[src/rtl/cu_pkg.sv]
// Shared definitions for the control-unit sequencer.
//   state_e          : sequencer state codes (also driven on the debug state port)
//   OP_*             : instruction opcodes as decoded from DR[7:6]
//   DEFAULT_TIMEOUT  : default memory-read wait budget in cycles
//   is_mem_state()   : true for the states that issue a memory read
package cu_pkg;

    typedef enum logic [3:0] {
        S_FETCH1 = 4'd0,
        S_FETCH2 = 4'd1,
        S_FETCH3 = 4'd2,
        S_ADD1   = 4'd3,
        S_ADD2   = 4'd4,
        S_AND1   = 4'd5,
        S_AND2   = 4'd6,
        S_JMP1   = 4'd7,
        S_INC1   = 4'd8,
        S_HALT   = 4'd9,
        S_FAULT  = 4'd10
    } state_e;

    localparam logic [1:0] OP_ADD = 2'b00;
    localparam logic [1:0] OP_AND = 2'b01;
    localparam logic [1:0] OP_JMP = 2'b10;
    localparam logic [1:0] OP_INC = 2'b11;

    localparam int unsigned DEFAULT_TIMEOUT = 15;

    function automatic logic is_mem_state(input state_e s);
        return (s == S_FETCH2) || (s == S_ADD1) || (s == S_AND1);
    endfunction

endpackage

[src/rtl/cu_wait_timer.sv]
// Memory-read wait counter.
//   clk     : system clock
//   clr_n   : synchronous active-low reset
//   clear   : zero the count (asserted whenever the sequencer is not waiting)
//   enable  : count one wait cycle
//   expired : the current wait cycle is the last one allowed (count == TIMEOUT-1)
module cu_wait_timer #(
    parameter int unsigned TIMEOUT = 15
) (
    input  logic clk,
    input  logic clr_n,
    input  logic clear,
    input  logic enable,
    output logic expired
);

    localparam int unsigned CW = $clog2(TIMEOUT + 1);

    logic [CW-1:0] count;

    always_ff @(posedge clk) begin
        if (!clr_n || clear) begin
            count <= '0;
        end else if (enable) begin
            count <= count + 1'b1;
        end
    end

    // Flagged one cycle early so the FAULT transition happens on the
    // TIMEOUT-th consecutive wait cycle rather than one cycle later.
    assign expired = (count == CW'(TIMEOUT - 1));

endmodule

[src/rtl/cu_sequencer.sv]
// Control sequencer for the simple CPU: FETCH/execute state machine with a
// memory-read handshake and timeout, run/halt/single-step control and a
// retired-instruction counter.
//   clk, clr_n          : clock, synchronous active-low reset
//   run, step           : continuous-run level, single-instruction pulse
//   opcode              : DR[7:6], decoded in FETCH3
//   mem_ready / mem_req : memory read handshake
//   ar_*, pc_*, dr_load, ir_load, ac_* : one-cycle register-transfer enables
//   state, halted, fault, retired      : status and debug
module cu_sequencer
    import cu_pkg::*;
#(
    parameter int unsigned OPCODE_BITS = 2,
    parameter int unsigned STATE_BITS  = 4,
    parameter int unsigned TIMEOUT     = DEFAULT_TIMEOUT,
    parameter int unsigned RETIRE_W    = 16
) (
    input  logic                   clk,
    input  logic                   clr_n,
    input  logic                   run,
    input  logic                   step,
    input  logic [OPCODE_BITS-1:0] opcode,
    input  logic                   mem_ready,
    output logic                   mem_req,
    output logic                   ar_load_pc,
    output logic                   ar_load_dr,
    output logic                   pc_inc,
    output logic                   pc_load,
    output logic                   dr_load,
    output logic                   ir_load,
    output logic                   ac_add,
    output logic                   ac_and,
    output logic                   ac_inc,
    output logic [STATE_BITS-1:0]  state,
    output logic                   halted,
    output logic                   fault,
    output logic [RETIRE_W-1:0]    retired
);

    state_e              state_q, state_d;
    logic                step_q, step_d;
    logic                retire;
    logic                end_instr;
    logic                waiting;
    logic                expired;
    logic [RETIRE_W-1:0] retired_q;

    // Memory states are never back-to-back, so clearing whenever not waiting
    // guarantees a zero count on entry to every memory state.
    assign waiting = is_mem_state(state_q) && !mem_ready;

    cu_wait_timer #(.TIMEOUT(TIMEOUT)) u_wait_timer (
        .clk     (clk),
        .clr_n   (clr_n),
        .clear   (!waiting),
        .enable  (waiting),
        .expired (expired)
    );

    always_ff @(posedge clk) begin
        if (!clr_n) begin
            state_q   <= S_HALT;
            step_q    <= 1'b0;
            retired_q <= '0;
        end else begin
            state_q   <= state_d;
            step_q    <= step_d;
            if (retire) begin
                retired_q <= retired_q + 1'b1;
            end
        end
    end

    always_comb begin
        state_d    = state_q;
        step_d     = step_q;
        end_instr  = 1'b0;
        mem_req    = 1'b0;
        ar_load_pc = 1'b0;
        ar_load_dr = 1'b0;
        pc_inc     = 1'b0;
        pc_load    = 1'b0;
        dr_load    = 1'b0;
        ir_load    = 1'b0;
        ac_add     = 1'b0;
        ac_and     = 1'b0;
        ac_inc     = 1'b0;

        case (state_q)
            S_HALT: begin
                if (run) begin
                    state_d = S_FETCH1;
                end else if (step) begin
                    state_d = S_FETCH1;
                    step_d  = 1'b1;
                end
            end
            S_FETCH1: begin
                ar_load_pc = 1'b1;
                state_d    = S_FETCH2;
            end
            S_FETCH2: begin
                mem_req = 1'b1;
                if (mem_ready) begin
                    dr_load = 1'b1;
                    pc_inc  = 1'b1;
                    state_d = S_FETCH3;
                end else if (expired) begin
                    state_d = S_FAULT;
                end
            end
            S_FETCH3: begin
                ir_load    = 1'b1;
                ar_load_dr = 1'b1;
                case (opcode)
                    OP_ADD:  state_d = S_ADD1;
                    OP_AND:  state_d = S_AND1;
                    OP_JMP:  state_d = S_JMP1;
                    default: state_d = S_INC1;
                endcase
            end
            S_ADD1, S_AND1: begin
                mem_req = 1'b1;
                if (mem_ready) begin
                    dr_load = 1'b1;
                    state_d = (state_q == S_ADD1) ? S_ADD2 : S_AND2;
                end else if (expired) begin
                    state_d = S_FAULT;
                end
            end
            S_ADD2: begin
                ac_add    = 1'b1;
                end_instr = 1'b1;
            end
            S_AND2: begin
                ac_and    = 1'b1;
                end_instr = 1'b1;
            end
            S_JMP1: begin
                pc_load   = 1'b1;
                end_instr = 1'b1;
            end
            S_INC1: begin
                ac_inc    = 1'b1;
                end_instr = 1'b1;
            end
            S_FAULT: begin
                state_d = S_FAULT;
            end
            default: begin
                state_d = S_HALT;
            end
        endcase

        if (end_instr) begin
            if (run && !step_q) begin
                state_d = S_FETCH1;
            end else begin
                state_d = S_HALT;
                step_d  = 1'b0;
            end
        end

        retire = end_instr;

        // Enables are combinational from state, so they are forced low in the
        // reset cycle to abandon the in-flight instruction without side effects.
        if (!clr_n) begin
            retire     = 1'b0;
            mem_req    = 1'b0;
            ar_load_pc = 1'b0;
            ar_load_dr = 1'b0;
            pc_inc     = 1'b0;
            pc_load    = 1'b0;
            dr_load    = 1'b0;
            ir_load    = 1'b0;
            ac_add     = 1'b0;
            ac_and     = 1'b0;
            ac_inc     = 1'b0;
        end
    end

    assign state   = STATE_BITS'(state_q);
    assign halted  = (state_q == S_HALT);
    assign fault   = (state_q == S_FAULT);
    assign retired = retired_q;

endmodule

[config.mk]
export PLATFORM = sky130hd
export DESIGN_NAME = cu_sequencer
export DESIGN_NICKNAME = d
export VERILOG_FILES = /design/src/rtl/cu_pkg.sv /design/src/rtl/cu_wait_timer.sv /design/src/rtl/cu_sequencer.sv
export SDC_FILE = /design/constraint.sdc
export NUM_CORES = 1
export LEC_CHECK = 0
export CORE_MARGIN = 2
export CORE_UTILIZATION = 45
export CTS_BUF_LIST = sky130_fd_sc_hd__clkbuf_16
export DETAILED_ROUTE_END_ITERATION = 7
export HOLD_SLACK_MARGIN = 0.15
export PLACE_DENSITY = 0.75
export SYNTH_ARGS = -nofsm -noshare
export SYNTH_HDL_FRONTEND = slang
export SYNTH_SLANG_ARGS = --single-unit
export TNS_END_PERCENT = 10
[constraint.sdc]
create_clock -name clk -period 4.7 [get_ports clk]
set_input_delay 0.47 -clock clk [delete_from_list [all_inputs] [get_ports clk]]
set_output_delay 0.47 -clock clk [all_outputs]
set_load 0.02 [all_outputs]
==> results of run 1 <==
==> per-stage QoR <==
stage	instance area (sq um)	hold slack [ps]	total power, mW	util, %	std cells
floorplan	1450	430	0.319	-	175
global placement	1830	447	0.353	59.9	246
detailed placement	1830	465	0.356	59.9	246
CTS	1910	478	0.544	62.5	250
global route	1910	501	0.562	62.5	250
finish	1910	474	0.539	62.5	250
==> cell usage after synthesis <==
master,n,area share (%)
and4_1,2,1.2
and2_1,3,1.3
nand2b_2,1,0.60
buf_2,5,1.7
xnor2_1,1,0.60
nand3_1,5,1.7
a2111oi_0,1,0.60
xor2_1,2,1.2
nor4b_4,1,1.6
inv_1,10,2.6
nor2_1,15,3.9
o211a_1,1,0.69
nand4b_1,2,1.2
nand2b_1,4,1.7
a211oi_1,1,0.52
mux2i_1,3,2.1
nor3_1,3,1.0
a31o_1,1,0.60
clkbuf_1,4,1.0
a311o_1,1,0.69
buf_4,1,0.52
and4bb_1,1,0.86
or4_1,9,4.7
nor4b_1,2,1.2
o32a_1,1,0.69
nor3b_1,1,0.52
a31oi_1,3,1.3
a31oi_2,1,0.86
or3_1,7,3.0
o21ai_0,2,0.69
nor2b_1,2,0.86
ha_1,6,5.2
o211ai_1,2,1.0
a21oi_1,16,5.5
o21ai_1,4,1.4
a21o_1,2,1.0
dfxtp_1,25,34
o31ai_1,9,4.7
nand2_1,11,2.8
buf_6,1,0.78
nand4_1,3,1.3
==> report_power, final <==
group,internal (mW),total (mW),switching (mW),leakage (nW)
registers,0.219,0.237,0.0177,0.202
clock network,0.114,0.186,0.0713,0.0409
logic,0.0522,0.116,0.0636,0.403
==> kinds of logic after synthesis <==
family / share of synthesized area [%]
buffers and inverters: 6.64
AOI/OAI and AO/OA: 20.3
DFF: 34.5
muxes: 2.07
adders and majority gates: 5.17
xor gates and xnor gates: 1.81
and+or+nand+nor: 29.6
==> area by class of cell <==
type / count / area, sq um / share of cell area, %
repair buffers: 38 / 380 / 19.9
well taps: 44 / 55.1 / 2.89
clock inverters: 1 / 5.00 / 0.262
clock buffers: 3 / 75.1 / 3.93
inverters: 10 / 37.5 / 1.97
multi-input cells: 129 / 855 / 44.8
flip-flops and latches: 25 / 500 / 26.2
==> worst min-delay path by stage <==
stage / start / endpoint
detailed placement: u_wait_timer.count[0] / u_wait_timer.count[0]
finish: u_wait_timer.count[0] / u_wait_timer.count[0]
global placement: u_wait_timer.count[0] / u_wait_timer.count[0]
floorplan: u_wait_timer.count[0] / u_wait_timer.count[0]
CTS: u_wait_timer.count[0] / u_wait_timer.count[0]
global route: retired[15] / retired[15]
==> registers in the layout (all words and copies together) (netlist names) <==
signal,flops
retired,16
state,4
step_q,1
u_wait_timer.count,4
==> worst max-delay path, cell delays in order <==
cell	delay (ps)
clkdlybuf4s50_1	640
inv_1	320
or3_1	450
nor3_1	160
clkdlybuf4s50_1	630
==> metal layers <==
layer	vias up	global-route usage (%)	share of wire, %
met4	0	4.66	0.66
met1	686	24.4	44
met5	-	0	0
li1	702	-	-
met3	2	4.26	5.1
met2	40	30.0	50
==> summary.md, run 1 <==
| Metric | Value |
|---|---|
| Skew final | `6.28 ps` |
| Largest fanout on the critical path | `17` |
| WL final | `3.35 mm` |
| # H-tree levels | `1` |
| Starting Density | `47.5%` |
| Vias in the first global route | `1,205` |
| Synthesized area | `1450 sq um` |
| Via count | `1,430` |
| Crit path from | `clr_n` |
| Starting DRT DRC Count | `99` |
| Critical Path End | `ar_load_pc` |
| Final Hold Vio Count | `0` |
| R2R Path End | `retired[15]` |
| Post-route setup slack | `1550 ps` |
| Core Area | `3050 sq um` |
| Yosys warns | `0` |
| Commonest non-fill, non-tap cell in the layout | `clkdlybuf4s50_1` |
| Hold depth | `1` |
| Drt wl/cell | `13.4 um` |
| Cell Pwr Density | `282 nW/um^2` |
| # DRC | `0` |
| DIE AREA | `3700 sq um` |
| Clk root buf | `clkbuf_16` |
| Post-CTS resize count | `0` |
| Final ANT Viol Nets | `0` |
| Antenna violations before repair | `0` |
| Die X-Extent | `60.8 um` |
| Ports | `39` |
| HP Class | `reg -> reg` |
| Crit. End Element | `output pin` |
| Clk sink count | `25` |
| Grt total ovfl | `0` |
| Clk slew on worst S/H paths | `60 ps` |
| Port Buffers | `38` |
| Critical Path Start Type | `input port` |
| Critical Path AT | `2680 ps` |
| Syn_area_per_cell | `8.29 sq um` |
| Layout filler cell count | `286` |
| DR vias/cell | `5.72` |
| Synth cell types | `41` |
| Layout cells sized above 1 | `3.40%` |
| # rows | `20` |
| Final period util | `67.0%` |
| CTS max path bufs | `2` |
| Clock latency on the worst-skew pair | `260 ps` |
| Final setup fails | `0` |
| Min Tclk post-route | `3150 ps` |
| Post-synthesis cell count | `175` |
| CTS tree | `built` |
| P&R area growth vs syn | `31.5%` |
| Post-route setup TNS | `0 ps` |
| Required @ worst endpoint | `4230 ps` |
| Synthesized Nets | `188` |
| Worst reg-to-reg path cell count | `4` |
| RSZ-0062 raised after global routing | `no` |
| 1st-pass router iterations | `4` |
| Slack of the worst reg-to-reg path | `2330 ps` |
| WS Path Type | `in -> out` |
| Worst relative slew slack | `17.2%` |
| Max Fclk | `0.318 GHz` |
| RR Startpoint | `state[0]` |
| Ant. Diodes | `0` |
| RePlAce Congestion | `0.765` |
| MaxCap Viol Count | `0` |
| CTS buffer count | `3` |
| Leakage | `0.647 nW` |
| Share of the yosys chip area belonging to registers | `34.5%` |
| Largest net degree at the start of global routing | `31` |
| Gr usage total | `18.3%` |
| Synth Register Bits | `25` |
| Slew Viols, Final | `0` |
| Status | `completed` |
| Post-CTS Setup Inserts | `0` |
| Cts hold-fix bufs | `0` |
| DP HPWL | `2.42 mm` |
| Setup WS pre-CTS | `1550 ps` |
| Total Nets Final | `220` |
| Worst-Margin Slew | `1240 ps` |
| Die height | `60.8 um` |
| Peak supply drop | `0.000260 V` |
| Most frequent cells in the layout | `clkdlybuf4s50_1, dfxtp_1, a21oi_1, nor2_1, nand2_1` |
| First-pass GRT wire length | `5.24 mm` |
Note: power is estimated with default switching activity, not from simulation.
==> run 2: changes to the inputs <==
==> constraint.sdc (replaced) <==
create_clock -name clk -period 3.25 [get_ports clk]
set_input_delay 0.325 -clock clk [delete_from_list [all_inputs] [get_ports clk]]
set_output_delay 0.325 -clock clk [all_outputs]
set_load 0.02 [all_outputs]
==> run 2 against run 1 <==
Net effect: clock skew is 4.8 ps lower; non-clock buffer count is 1 higher; worst setup slack worse by 930 ps; via count is 0.49% lower; sequential share of layout area is 0.086 points lower; critical path type is now reg -> out; largest cell class unchanged.
==> summary.md, run 2 (synthesis gave the netlist of run 1 again) <==
| Metric | Value |
|---|---|
| Status | `completed` |
| Slack of the worst reg-to-reg path | `930 ps (-1400 ps)` |
| Drt wl/cell | `13.2 um (-1.2%)` |
| MaxCap Viol Count | `0 (unchanged)` |
| Antenna violations before repair | `0 (unchanged)` |
| First-pass GRT wire length | `5.71 mm (+9.0%)` |
| Gr usage total | `20.0% (+1.7 points)` |
| Die height | `60.8 um (unchanged)` |
| Hold path startpoint | `retired[15]` |
| WS Path Type | `reg -> out` |
| Leakage | `0.653 nW (+0.96%)` |
| Grt total ovfl | `0 (unchanged)` |
| Critical Path AT | `2310 ps (-370 ps)` |
| RSZ-0062 raised after global routing | `no` |
| Final setup fails | `0 (unchanged)` |
| Starting DRT DRC Count | `72 (-27%)` |
| DR vias/cell | `5.67 (-0.89%)` |
| CTS max path bufs | `2 (unchanged)` |
| Required @ worst endpoint | `2920 ps (-1310 ps)` |
| Post-CTS Setup Inserts | `0 (unchanged)` |
| Clk slew on worst S/H paths | `60 ps (about the same)` |
| Skew final | `1.44 ps (-4.84 ps)` |
| Starting Density | `47.5% (unchanged)` |
| Layout cells sized above 1 | `3.38% (-0.016 points)` |
| Clk sink count | `25 (unchanged)` |
| Largest fanout on the critical path | `14 (-3)` |
| Worst reg-to-reg path cell count | `4 (unchanged)` |
| Via count | `1,423 (-0.49%)` |
| Overall Power | `0.767 mW (+42%)` |
| Clock latency on the worst-skew pair | `250 ps (about the same)` |
| Clk root buf | `clkbuf_16` |
| Die X-Extent | `60.8 um (unchanged)` |
| Total Nets Final | `221 (+0.45%)` |
| Worst Path Buf+Inv | `1 (-2)` |
| 1st-pass router iterations | `4 (unchanged)` |
| Slew Viols, Final | `0 (unchanged)` |
| # DRC | `0 (unchanged)` |
| P&R area growth vs syn | `31.9%` |
| WL final | `3.32 mm (-0.84%)` |
| Final ANT Viol Nets | `0 (unchanged)` |
| Port Buffers | `38 (unchanged)` |
| Final Hold Vio Count | `0 (unchanged)` |
| Endpoint, Worst Hold | `retired[15]` |
| DP HPWL | `2.43 mm (+0.23%)` |
| Worst-Margin Slew | `1230 ps (-11.3 ps)` |
| Layout filler cell count | `274 (-4.2%)` |
| Worst relative slew slack | `18.0% (+0.75 points)` |
| R2R Path End | `retired[15]` |
| # H-tree levels | `1 (unchanged)` |
| Min Tclk post-route | `2630 ps` |
| Delay-heaviest family, CP | `simple AND/OR/NAND/NOR gates` |
| Hold depth | `2 (+1)` |
| Vias in the first global route | `1,328 (+10%)` |
| RePlAce Congestion | `0.790 (+3.3%)` |
| Core Area | `3050 sq um (unchanged)` |
| Peak supply drop | `0.000283 V (+8.7%)` |
| Cell Pwr Density | `401 nW/um^2 (+42%)` |
| HP Class | `reg -> reg` |
| Critical Path Start Type | `register` |
| Max Fclk | `0.380 GHz` |
| CP max stage delay | `650 ps (about the same)` |
| Max reg flops | `16 (unchanged)` |
| DIE AREA | `3700 sq um (unchanged)` |
| Ports | `39 (unchanged)` |
| RR Startpoint | `state[0]` |
| Cts hold-fix bufs | `0 (unchanged)` |
| Post-CTS resize count | `0 (unchanged)` |
| Final period util | `81.0%` |
| # rows | `20 (unchanged)` |
| Fin Hold WS | `465 ps (-8.34 ps)` |
| Most frequent cells in the layout | `clkdlybuf4s50_1, dfxtp_1, a21oi_1, nor2_1` |
| Commonest non-fill, non-tap cell in the layout | `clkdlybuf4s50_1` |
| CP cell instances | `nor2b_1 -> nand2_1 -> nor4b_1 -> clkdlybuf4s50_1` |
| Ant. Diodes | `0 (unchanged)` |
| Crit. End Element | `output pin` |
| CTS buffer count | `3 (unchanged)` |
| Slowest CP cell | `clkdlybuf4s50_1` |
| Post-route setup TNS | `0 ps (unchanged)` |
| Largest net degree at the start of global routing | `31 (unchanged)` |
| CTS tree | `built` |
run 2: worst min-delay path, cell delays in order, from the launching register on:
cell and delay, ps:
dfxtp_1 310, nand2_1 50, mux2i_1 50
run 2: worst max path at each step:
| stage | depth (start not counted) | startpoint | slack (ps) | endpoint |
|---|---|---|---|---|
| after floorplan | 3 | state[0] | 1220 | pc_inc |
| after global placement | 5 | clr_n | 750 | ar_load_pc |
| after detailed placement | 5 | clr_n | 720 | ar_load_pc |
| after CTS | 4 | state[0] | 610 | pc_inc |
| after global routing | 4 | state[0] | 460 | pc_inc |
| final | 4 | state[0] | 620 | pc_inc |
run 2: metal layers:
metal,part of all wire (%),vias up,routed length (um),GRT usage (%)
met3,4.7,2,157,4.90
met5,0,-,0,0
met2,50,33,1670,34.6
li1,-,716,-,-
met1,44,672,1470,24.7
met4,0.63,0,21,5.59
run 2: final cells by class:
cell class | count | area, sq um | area share (%)
Sequential cell | 25 | 500 | 26.1
Clock buffer | 3 | 75.1 | 3.92
Inverter | 10 | 37.5 | 1.96
Clock inverter | 1 | 3.75 | 0.196
Multi-Input combinational cell | 129 | 855 | 44.6
Tap cell | 44 | 55.1 | 2.88
Timing Repair Buffer | 39 | 388 | 20.3
run 2: report_power, final:
group	leakage, nW	internal [mW]	switching (mW)
logic	0.408	0.0763	0.0896
clock network	0.0423	0.164	0.0955
registers	0.202	0.317	0.0241
run 2: metrics by stage:
| step | setup WS (ps) | cell area, sq um | std cells | util, % |
|---|---|---|---|---|
| after floorplan | 1220 | 1450 | 175 | - |
| after global placement | 752 | 1840 | 247 | 60.1 |
| after CTS | 611 | 1910 | 251 | 62.7 |
| after global routing | 457 | 1910 | 251 | 62.7 |
| final | 618 | 1910 | 251 | 62.7 |
| after detailed placement | 717 | 1840 | 247 | 60.1 |
==> run 3: changes to the inputs <==
--- a/config.mk
+++ b/config.mk
@@ -6,7 +6,7 @@
 export NUM_CORES = 1
 export LEC_CHECK = 0
 export CORE_MARGIN = 2
-export CORE_UTILIZATION = 45
+export CORE_UTILIZATION = 43
 export CTS_BUF_LIST = sky130_fd_sc_hd__clkbuf_16
 export DETAILED_ROUTE_END_ITERATION = 7
 export HOLD_SLACK_MARGIN = 0.15
==> constraint.sdc (replaced) <==
create_clock -name clk -period 2.2 [get_ports clk]
set_input_delay 0.22 -clock clk [delete_from_list [all_inputs] [get_ports clk]]
set_output_delay 0.22 -clock clk [all_outputs]
set_load 0.02 [all_outputs]
==> run 3 against run 2 <==
Net effect: count of clock-buffer cells in the layout is the same; critical path type is now in -> out; worst hold slack lost 2.2 ps; clock skew is essentially flat; sequential share of layout area shrank 0.99 points; non-clock buffer count grew 8; global-route usage shrank 1.8 points; first-iteration DRC count shrank 13%.
==> summary.md, run 3 (synthesis gave the netlist of run 1 again) <==
| Metric | Value |
|---|---|
| Ant. Diodes | `0 (unchanged)` |
| Final period util | `95.1%` |
| Slew Viols, Final | `0 (unchanged)` |
| # rows | `21 (+5.0%)` |
| Crit. End Element | `output pin` |
| CTS tree | `built` |
| Clk slew on worst S/H paths | `60 ps (about the same)` |
| Fin Hold WS | `463 ps (-2.17 ps)` |
| Most frequent cells in the layout | `clkdlybuf4s50_1, dfxtp_1, a21oi_1, nor2_1, nand2_1` |
| Final std cells w/o fill | `261 (+4.0%)` |
| # placed instances | `257 (+4.0%)` |
| Worst relative slew slack | `73.5% (+55 points)` |
| Via count | `1,439 (+1.1%)` |
| WL final | `3.41 mm (+2.7%)` |
| DP HPWL | `2.59 mm (+6.8%)` |
| Die height | `62.1 um (+2.1%)` |
| Grt total ovfl | `0 (unchanged)` |
| Grt met1 use | `22.5% (-2.2 points)` |
| Starting DRT DRC Count | `63 (-13%)` |
| Met2 Use GR | `32.4% (-2.1 points)` |
| Largest net degree at the start of global routing | `26 (-16%)` |
| Ports | `39 (unchanged)` |
| Largest fanout on the critical path | `4 (-10)` |
| Slowest CP cell | `clkdlybuf4s50_1` |
| Antenna violations before repair | `0 (unchanged)` |
| Min Tclk post-route | `2090 ps` |
| Leakage | `0.799 nW (+22%)` |
| Cts hold-fix bufs | `0 (unchanged)` |
| Post-CTS Setup Inserts | `0 (unchanged)` |
| Gr usage total | `18.2% (-1.8 points)` |
| Commonest non-fill, non-tap cell in the layout | `clkdlybuf4s50_1` |
| R2R Path End | `retired[14]` |
| Clk root buf | `clkbuf_16` |
| Layer with the highest usage | `met2` |
| RR Startpoint | `retired[0]` |
| 1st-pass router iterations | `4 (unchanged)` |
| Drt wl/cell | `13.1 um (-1.3%)` |
| Core Area | `3280 sq um (+7.6%)` |
| # DRC | `0 (unchanged)` |
| DR vias/cell | `5.51 (-2.8%)` |
| First-pass GRT wire length | `5.33 mm (-6.7%)` |
| Max Fclk | `0.478 GHz` |
| CTS max path bufs | `2 (unchanged)` |
| Hold depth | `1 (-1)` |
| Cell Pwr Density | `588 nW/um^2 (+47%)` |
| Cell mode on critical path | `clkdlybuf4s50_1` |
| Skew final | `1.11 ps (-0.335 ps)` |
| Crit path from | `clr_n` |
| RSZ-0062 raised after global routing | `no` |
| # H-tree levels | `1 (unchanged)` |
| Required @ worst endpoint | `1980 ps (-940 ps)` |
| MaxCap Viol Count | `0 (unchanged)` |
| Endpoint, Worst Hold | `u_wait_timer.count[0]` |
| CP cell instances | `clkdlybuf4s50_1 -> inv_1 -> or3_1 -> nor2_1 -> clkdlybuf4s50_1` |
| P&R area growth vs syn | `37.4%` |
| WS Path Type | `in -> out` |
| Met3 Use GR | `3.52% (-1.4 points)` |
| RePlAce Congestion | `0.775 (-1.9%)` |
| CP max stage delay | `600 ps (-50 ps)` |
| Port Buffers | `38 (unchanged)` |
| Vias in the first global route | `1,246 (-6.2%)` |
| Layout cells sized above 1 | `7.91% (+4.5 points)` |
| Total Nets Final | `229 (+3.6%)` |
| Worst-Margin Slew | `392 ps (-834 ps)` |
| CTS buffer count | `3 (unchanged)` |
| Peak supply drop | `0.000463 V (+64%)` |
| Slack of the worst reg-to-reg path | `280 ps (-650 ps)` |
| Hold path startpoint | `u_wait_timer.count[0]` |
| Max reg flops | `16 (unchanged)` |
| Status | `completed` |
| Die X-Extent | `62.1 um (+2.1%)` |
| Worst reg-to-reg path cell count | `5 (+1)` |
| Final Hold Vio Count | `0 (unchanged)` |
| Final setup fails | `0 (unchanged)` |
| Clk sink count | `25 (unchanged)` |
| Critical Path Start Type | `input port` |
| DIE AREA | `3860 sq um (+4.3%)` |
| Starting Density | `44.2% (-3.4 points)` |
| Post-route setup TNS | `0 ps (unchanged)` |
| Critical Path AT | `1870 ps (-440 ps)` |
| Clock latency on the worst-skew pair | `250 ps (about the same)` |
| Final ANT Viol Nets | `0 (unchanged)` |
| HP Class | `reg -> reg` |
## run 3: critical path: cells and delay by family
family	cells	cell delay, ps
buffers and inverters	3	1180
AND/OR/NAND/NOR	2	460
## run 3: repair_timing
action / in CTS / in global routing
endpoints found under the setup margin: 0 / 9
resized for setup: 0 / 7
hold endpoints to repair: 0 / 0
## run 3: layout make-up
| class | instances | area, sq um |
|---|---|---|
| sequential | 25 | 502 |
| clock buffer | 3 | 75.1 |
| tap | 46 | 57.6 |
| fill | 288 | 1290 |
| timing repair buffer | 47 | 463 |
| inverter | 10 | 37.5 |
| multi-input combinational | 129 | 855 |
| clock inverter | 1 | 5.00 |
## run 3: power breakdown
group	internal, mW	leakage (nW)	switching [mW]
clock network	0.245	0.0409	0.152
registers	0.469	0.203	0.0249
logic	0.133	0.555	0.149
## run 3: worst max path at each step
stage                       endpoint  cells past startpoint  slack [ps]
after global routing          ac_inc                      4           9
after detailed placement  ar_load_pc                      5          40
final                         ac_and                      5         110
after floorplan               pc_inc                      3         280
after CTS                     ac_add                      3          30
after global placement    ar_load_pc                      5          70
## run 3: stage by stage
step / worst slack, ps / cell area (sq um) / power (mW) / utilization (%)
after floorplan: 278 / 1450 / 0.682 / -
after global placement: 66.9 / 1900 / 0.778 / 57.8
after detailed placement: 41.7 / 1900 / 0.786 / 57.8
after CTS: 33.8 / 1980 / 1.18 / 60.2
after global routing: 8.60 / 1990 / 1.22 / 60.7
final: 108 / 1990 / 1.17 / 60.7
## run 3: layer usage
layer	wire length (um)	part of all wire (%)
met5	0	0
met4	12	0.35
met3	140	4.1
met2	1780	52
met1	1480	43
